## src/rtl/sequenciador_servo.sv

```systemverilog
// Position sequencer for the servo PWM block: a 0->7->0 sweep with a programmable
// dwell per step, or a manual position pass-through. It also exports its state code for the debug displays.
module sequenciador_servo #(
    parameter int TEMPO_PASSO = 50000000
) (
    input  logic       clock,
    input  logic       reset,
    input  logic       ligar,
    input  logic       modo,
    input  logic       pausar,
    input  logic [2:0] posicao_manual,
    output logic [2:0] posicao,
    output logic       fim_ciclo,
    output logic [1:0] db_estado
);

    localparam int TW = $clog2(TEMPO_PASSO);
    localparam logic [TW-1:0] ULTIMO = TW'(TEMPO_PASSO - 1);

    // Encodings double as the debug display codes.
    typedef enum logic [1:0] {
        OCIOSO   = 2'd0,
        SUBINDO  = 2'd1,
        DESCENDO = 2'd2,
        MANUAL   = 2'd3
    } estado_t;

    estado_t         estado, estado_n;
    logic [TW-1:0]   timer, timer_n;
    logic [2:0]      posicao_n;
    logic            fim_n;
    logic            tick;
    estado_t         entrada_varredura;

    assign tick = (timer == ULTIMO);

    // Sweep entry direction depends on where the servo currently is.
    assign entrada_varredura = (posicao != 3'd7) ? SUBINDO : DESCENDO;

    // NOTE: every state element is cleared by the async reset; there is no
    // memory array here, so nothing is left uninitialised out of reset.
    always_ff @(posedge clock or negedge reset) begin
        if (!reset) begin
            estado    <= OCIOSO;
            timer     <= '0;
            posicao   <= 3'd0;
            fim_ciclo <= 1'b0;
        end else begin
            // NOTE: non-blocking here so all registers update from the same
            // pre-edge values; blocking would create order-dependent state.
            estado    <= estado_n;
            timer     <= timer_n;
            posicao   <= posicao_n;
            fim_ciclo <= fim_n;
        end
    end

    always_comb begin
        // NOTE: defaults first so every path assigns every output; a missing
        // branch would otherwise infer a latch.
        estado_n  = estado;
        timer_n   = timer;
        posicao_n = posicao;
        fim_n     = 1'b0;

        if (!ligar) begin
            estado_n = OCIOSO;
            timer_n  = '0;
        end else begin
            unique case (estado)
                OCIOSO: begin
                    timer_n  = '0;
                    estado_n = modo ? MANUAL : entrada_varredura;
                end

                MANUAL: begin
                    timer_n = '0;
                    if (modo) begin
                        posicao_n = posicao_manual;
                    end else begin
                        estado_n = entrada_varredura;
                    end
                end

                SUBINDO, DESCENDO: begin
                    if (modo) begin
                        estado_n = MANUAL;
                        timer_n  = '0;
                    end else if (!pausar) begin
                        if (!tick) begin
                            timer_n = timer + 1'b1;
                        end else begin
                            timer_n = '0;
                            if (estado == SUBINDO) begin
                                posicao_n = posicao + 3'd1;
                                if (posicao == 3'd6) begin
                                    estado_n = DESCENDO;
                                end
                            end else begin
                                posicao_n = posicao - 3'd1;
                                // Landing on 0 closes one full 0->7->0 sweep.
                                if (posicao == 3'd1) begin
                                    estado_n = SUBINDO;
                                    fim_n    = 1'b1;
                                end
                            end
                        end
                    end
                end

                default: begin
                    estado_n = OCIOSO;
                    timer_n  = '0;
                end
            endcase
        end
    end

    assign db_estado = estado;

endmodule

```

## config.mk

```make
export PLATFORM = sky130hd
export DESIGN_NAME = sequenciador_servo
export DESIGN_NICKNAME = d
export VERILOG_FILES = /design/src/rtl/sequenciador_servo.sv
export SDC_FILE = /design/constraint.sdc
export NUM_CORES = 1
export LEC_CHECK = 0
export CAP_MARGIN = 20
export CORE_MARGIN = 2
export CORE_UTILIZATION = 40
export CTS_CLUSTER_DIAMETER = 50
export DETAILED_ROUTE_END_ITERATION = 7
export GPL_TIMING_DRIVEN = 0
export REMOVE_ABC_BUFFERS = 1
export SYNTH_ARGS = -nofsm -noshare
export SYNTH_HDL_FRONTEND = slang
export SYNTH_SLANG_ARGS = --single-unit
export TNS_END_PERCENT = 20
```

## constraint.sdc

```tcl
create_clock -name clock -period 2.5 [get_ports clock]
set_input_delay 0.625 -clock clock [delete_from_list [all_inputs] [get_ports clock]]
set_output_delay 0.625 -clock clock [all_outputs]
set_load 0.02 [all_outputs]
```

==> Word level (Yosys, flattened, before mapping) <==
Index checks and enable logic that the tools add are counted.
Widths: inputs -> output; s select.
{ "totals": {"regBits": 32, "output_inout_bits": 6, "word_cells": 58} }
{ "classes": {"n_addsub": 3, "n_eq_ne": 16, "muxes": 29, "n_reduce_logical": 6} }
{ "op_table": {"columns": ["op", "n"], "rows": [
  ["$mux 26", 4],
  ["$pmux 26 s2", 1],
  ["$add 26x1->26 const B", 1],
  ["$eq 26x26->1 const B", 1],
  ["$mux 2", 10],
  ["$mux 3", 5],
  ["$ne 5x5->1 const B", 2],
  ["$ne 2x2->1 const B", 4],
  ["$ne 4x4->1 const B", 2],
  ["$mux 1", 7],
  ["$ne 3x3->1 const B", 2],
  ["$pmux 2 s3", 1],
  ["$pmux 3 s2", 1],
  ["$reduce_and 6->1", 1],
  ["$reduce_and 5->1", 1],
  ["$eq 2x2->1 const B", 2],
  ["$reduce_or 2->1", 2],
  ["$add 3x1->3 const B", 1],
  ["$eq 3x1->1 const B", 1],
  ["$eq 3x3->1 const B", 1],
  ["$sub 3x1->3 const B", 1],
  ["$eq 2x1->1 const B", 1],
  ["$logic_not 2->1", 1],
  ["$reduce_bool 2->1", 1]
]} }

==> Logic depth before layout (Yosys ltp) <==
{ "depth": {"ltp_word": 8, "mapped_depth": 8, "mapped_depth_nobuf": 7} }

==> Worst setup path before layout <==
Ideal clock, no wire load.
{ "synth_path": {"kind": "reg-to-reg", "from": "register estado[0] (netlist: db_estado[0])", "to": "register timer[12]", "arrival_time_ps": 2036, "path_slack_ps": 343, "stages_incl_launch_ff": 9, "synth_period_minus_slack_ps": 2157, "path_cell_list": "dfrtp_1 inv_1 ha_1 buf_6 and4b_1 nor4_2 nand4_1 xnor2_1 nor2_1"} }
{ "synth_between": {"elab_chain_len": 4, "word_cells_on_any_way": 9, "cone_classes": "4 x eq/ne; 2 x mux; 3 x reduce/logical"} }
{ "synth_lines": {"columns": ["item", "line_no", "text"], "rows": [
  ["start, declared", "28", "estado_t estado, estado_n;"],
  ["start signal, assigned", "51", "estado <= estado_n;"],
  ["$eq 2x1->1, or another cell as far along", "70", "unique case (estado)"],
  ["$reduce_or 2->1 (on tied branches)", null, null],
  ["$pmux 26 s2", "70", null],
  ["$mux 26", "66", "if (!ligar) begin"],
  ["end signal, assigned", "52", "timer <= timer_n;"],
  ["end, declared", "29", "logic [TW-1:0] timer, timer_n;"]
]} }
Several ways; a longest one is shown, not always the timed one.
A chain may end at the register's enable or synchronous reset.

==> Final worst setup path <==
{ "layout_path": {"from": "input port modo", "to": "register timer[13]"} }
{ "layout_between": {"elab_chain_len": 3, "word_cells_on_any_way": 4, "cone_classes": "1 x eq/ne; 3 x mux"} }
{ "layout_lines": {"columns": ["item", "line_no", "text"], "rows": [
  ["start, declared", "9", "input logic modo,"],
  ["$mux 26", "86", "if (modo) begin"],
  ["$pmux 26 s2", "70", null],
  ["$mux 26", "66", null]
]} }
Several ways; a longest one is shown, not always the timed one.

==> flow_summary.toml <==
[clock_network]
cts_root_buffer = "clkbuf_8"
htreeDepth = 2
clock_latency_ps = 280
cts_tree = "yes"
cts_buffers = 5
clk_path_buf_depth = 2
cts_sinks = 32
postCtsSetupBuffers = 0
clk_pin_slew_worst_paths_ps = 60

[synth]
yosys_most_used_dff = "dfrtp_1"
syn_area_sq_mm = 0.00202
synthSimpleGateAreaFrac = 0.278
synth_top_area_share = 0.397
synth_compound_area_frac = 0.0900
synth.area.top_cells = "dfrtp_1 (40%), ha_1 (6.2%), nor2_1 (5.2%)"
synth_top_family_by_area = "simple AND/OR/NAND/NOR gates"
postSynthAreaPerCell_sq_um = 9.64
yosysUniqueCellTypes = 50
syn_inst = 209
synth_area_leader_cell = "dfrtp_1"
synth_edf_count = 0
synth-xor-area-share = 0.0956
synthArstFlopShare = 1.00
yosysSeqAreaShare = 0.397
synth-seq-cells = 32
synth_mux_area_frac = 0.0379
yosysWarnings = 0
synth_adder_area_share = 0.0621

[timing]
fin_worst_skew_ps = 4.44
rsz0062_at_grt = "no"
tightest_slew_ps = 720
layout_min_cycle_time_ps = 2360
fmaxAchievable_ghz = 0.424
slew-limit-headroom = 0.520
period_share = 0.943
finalHoldViolCount = 0
fin_hold_ws_ps = 398
setup_viol = 0
slew_violations = 0

[critical_path]
reg2reg_depth = 6
path_class = "input port to register"
cp-endpoint = "timer[13]"
arrival_ps = 2560
crit_path_end_kind = "register"
reg2reg_slack_ps = 210
path_max_fanout = 8
r2r-start = "db_estado[0]"
r2r-end = "timer[13]"
critPathLaunchType = "input port"
startpoint = "modo"
cp.required_ps = 2700

[grt]
grt-busiest-layer = "met2"
grtUsageMet1 = 0.229
antenna_found_initial = 0
grt_max_degree = 33
grt_pass1_vias = 1539
grt_util_met3 = 0.0415
use_met2 = 0.272
grt_usage = 0.170
grt_pass1_wl_mm = 7.22
grt_remaining_overflow = 0

[die]
rows = 25
dieArea_sq_mm = 0.00562
start_util = 0.421
die_height_um = 75.0
io_pins = 14
die_w_um = 75.0
core_area_sq_mm = 0.00479

[status]
status = "finished clean"

[placed_design]
portBuffers = 13
gp_congestion = 0.838
hpwlAfterDp_mm = 2.84

[hold_path]
worstHoldPathType = "input port to async pin"

[pwr]
power_density_mw_per_mm2 = 706
p_comb_frac = 0.408
internal_power_mw = 1.03
clockPowerShare = 0.215
p_sw_frac = 0.358
power_mw = 1.61
vdd_drop_max_mv = 0.314
pwr-share-seq = 0.377
switchingPower_mw = 0.578
power_leakage_nw = 0.897

[routing]
drt_iter0_drc = 61
post_drt_via_cell_ratio = 5.39
vias = 1559
wl_mm = 4.15
firstDrtPassIters = 4
wl_per_cell_um = 14.4
postRouteAntennaNets = 0
drc = 0

[run]
maxCapViolations = 0

[layout]
diodes = 0
drive_gt1_frac = 0.113
finalNetCount = 242
syn_to_final_growth_pct = 13.3
## power by group through the flow
stage          Clock, mW  Combinational [mW]  Sequential (mW)
2_1_floorplan          0               0.415            0.654
3_3_place_gp           0               0.644            0.619
3_5_place_dp           0               0.653            0.618
4_1_cts            0.362               0.669            0.609
5_1_grt            0.388               0.749            0.617
6_report           0.346               0.658            0.608
## state kept, by name, indices dropped and copies added (netlist names)
register   count
fim_ciclo      1
timer         26
db_estado      2
posicao        3
## cell families (layout without fill, tap and decap cells)
group                      count (synthesis)  in the layout
xor gates and xnor gates                  22             22
buffers and inverters                     15             27
and+or+nand+nor                           97             97
DFF                                       32             32
adders and majority gates                 10             10
AOI/OAI and AO/OA                         26             27
muxes                                      7              7
## per-stage QoR
stage	instance area, sq um	utilization	TNS, ps	setup WS, ps	instances
4_1_cts	2270	0.474	0	30.0	289
3_3_place_gp	2180	0.456	-7760	-490	283
6_report	2280	0.477	0	143	289
3_5_place_dp	2180	0.455	-7880	-482	283
5_1_grt	2280	0.477	0	25.7	289
2_1_floorplan	1970	-	0	339	203
## worst min path at each step
stage	cells past startpoint	start	end	slack, ps
floorplan	0	reset	db_estado[0]	330
global placement	2	timer[25]	timer[25]	520
detailed placement	2	timer[25]	timer[25]	530
CTS	1	reset	timer[16]	430
global route	1	reset	timer[18]	460
finish	1	reset	timer[18]	400
## per-layer routing
| layer | vias up | part of all wire | routed length (um) |
|---|---|---|---|
| li1 | 776 | - | - |
| met5 | - | 0 | 0 |
| met1 | 755 | 0.51 | 2100 |
| met4 | 0 | 0.014 | 57 |
| met3 | 6 | 0.033 | 135 |
| met2 | 22 | 0.45 | 1860 |
## synth_stat cells (all sizes together) (3+ instances only)
master / count
a21oi: 4
and3: 4
and4: 3
buf: 5
dfrtp: 32
ha: 10
inv: 9
mux2i: 5
nand2: 12
nand3: 12
nand4: 12
nor2: 28
nor3: 4
nor4: 5
o21ai: 10
o22ai: 3
xnor2: 11
xor2: 11
## cell usage in the layout, fill, tap and decap left out, drive strengths merged
cell type,n
dfrtp,32
nor2,28
nand3,12
clkdlybuf4s50,12
nand4,12
nand2,12
xor2,11
xnor2,11
ha,10
o21ai,10
inv,9
mux2i,5
clkbuf,5
nor4,5
a21oi,4
and3,4
nor3,4
o22ai,3
o31ai,3
and4,3
nand2b,2
and2,2
a32oi,2
nor2b,2
a22oi,2
nor4b,2
and4b,2
or3,2
mux2,2
or4,1
and2b,1
or3b,1
or2,1
nand4b,1
a311o,1
a32o,1
o21bai,1
buf,1
## area by class of cell
| class | instances | area, sq um |
|---|---|---|
| tap | 67 | 83.8 |
| multi-input combinational | 163 | 1170 |
| timing repair buffer | 13 | 125 |
| fill | 457 | 2500 |
| inverter | 9 | 33.8 |
| clock buffer | 5 | 68.8 |
| sequential | 32 | 801 |
## critical path, cell delays in order
cell             delay [ps]
clkdlybuf4s50_1         620
nand4b_1                280
nand4_1                 360
or3_2                   520
a21oi_1                 150
## timing repair
item,CTS,global route
resized for setup,1,2
hold buffers,0,0
gates cloned,1,0
pin swaps,1,0
endpoints found under the setup margin,23,10
(Power assumes the default switching activity.)
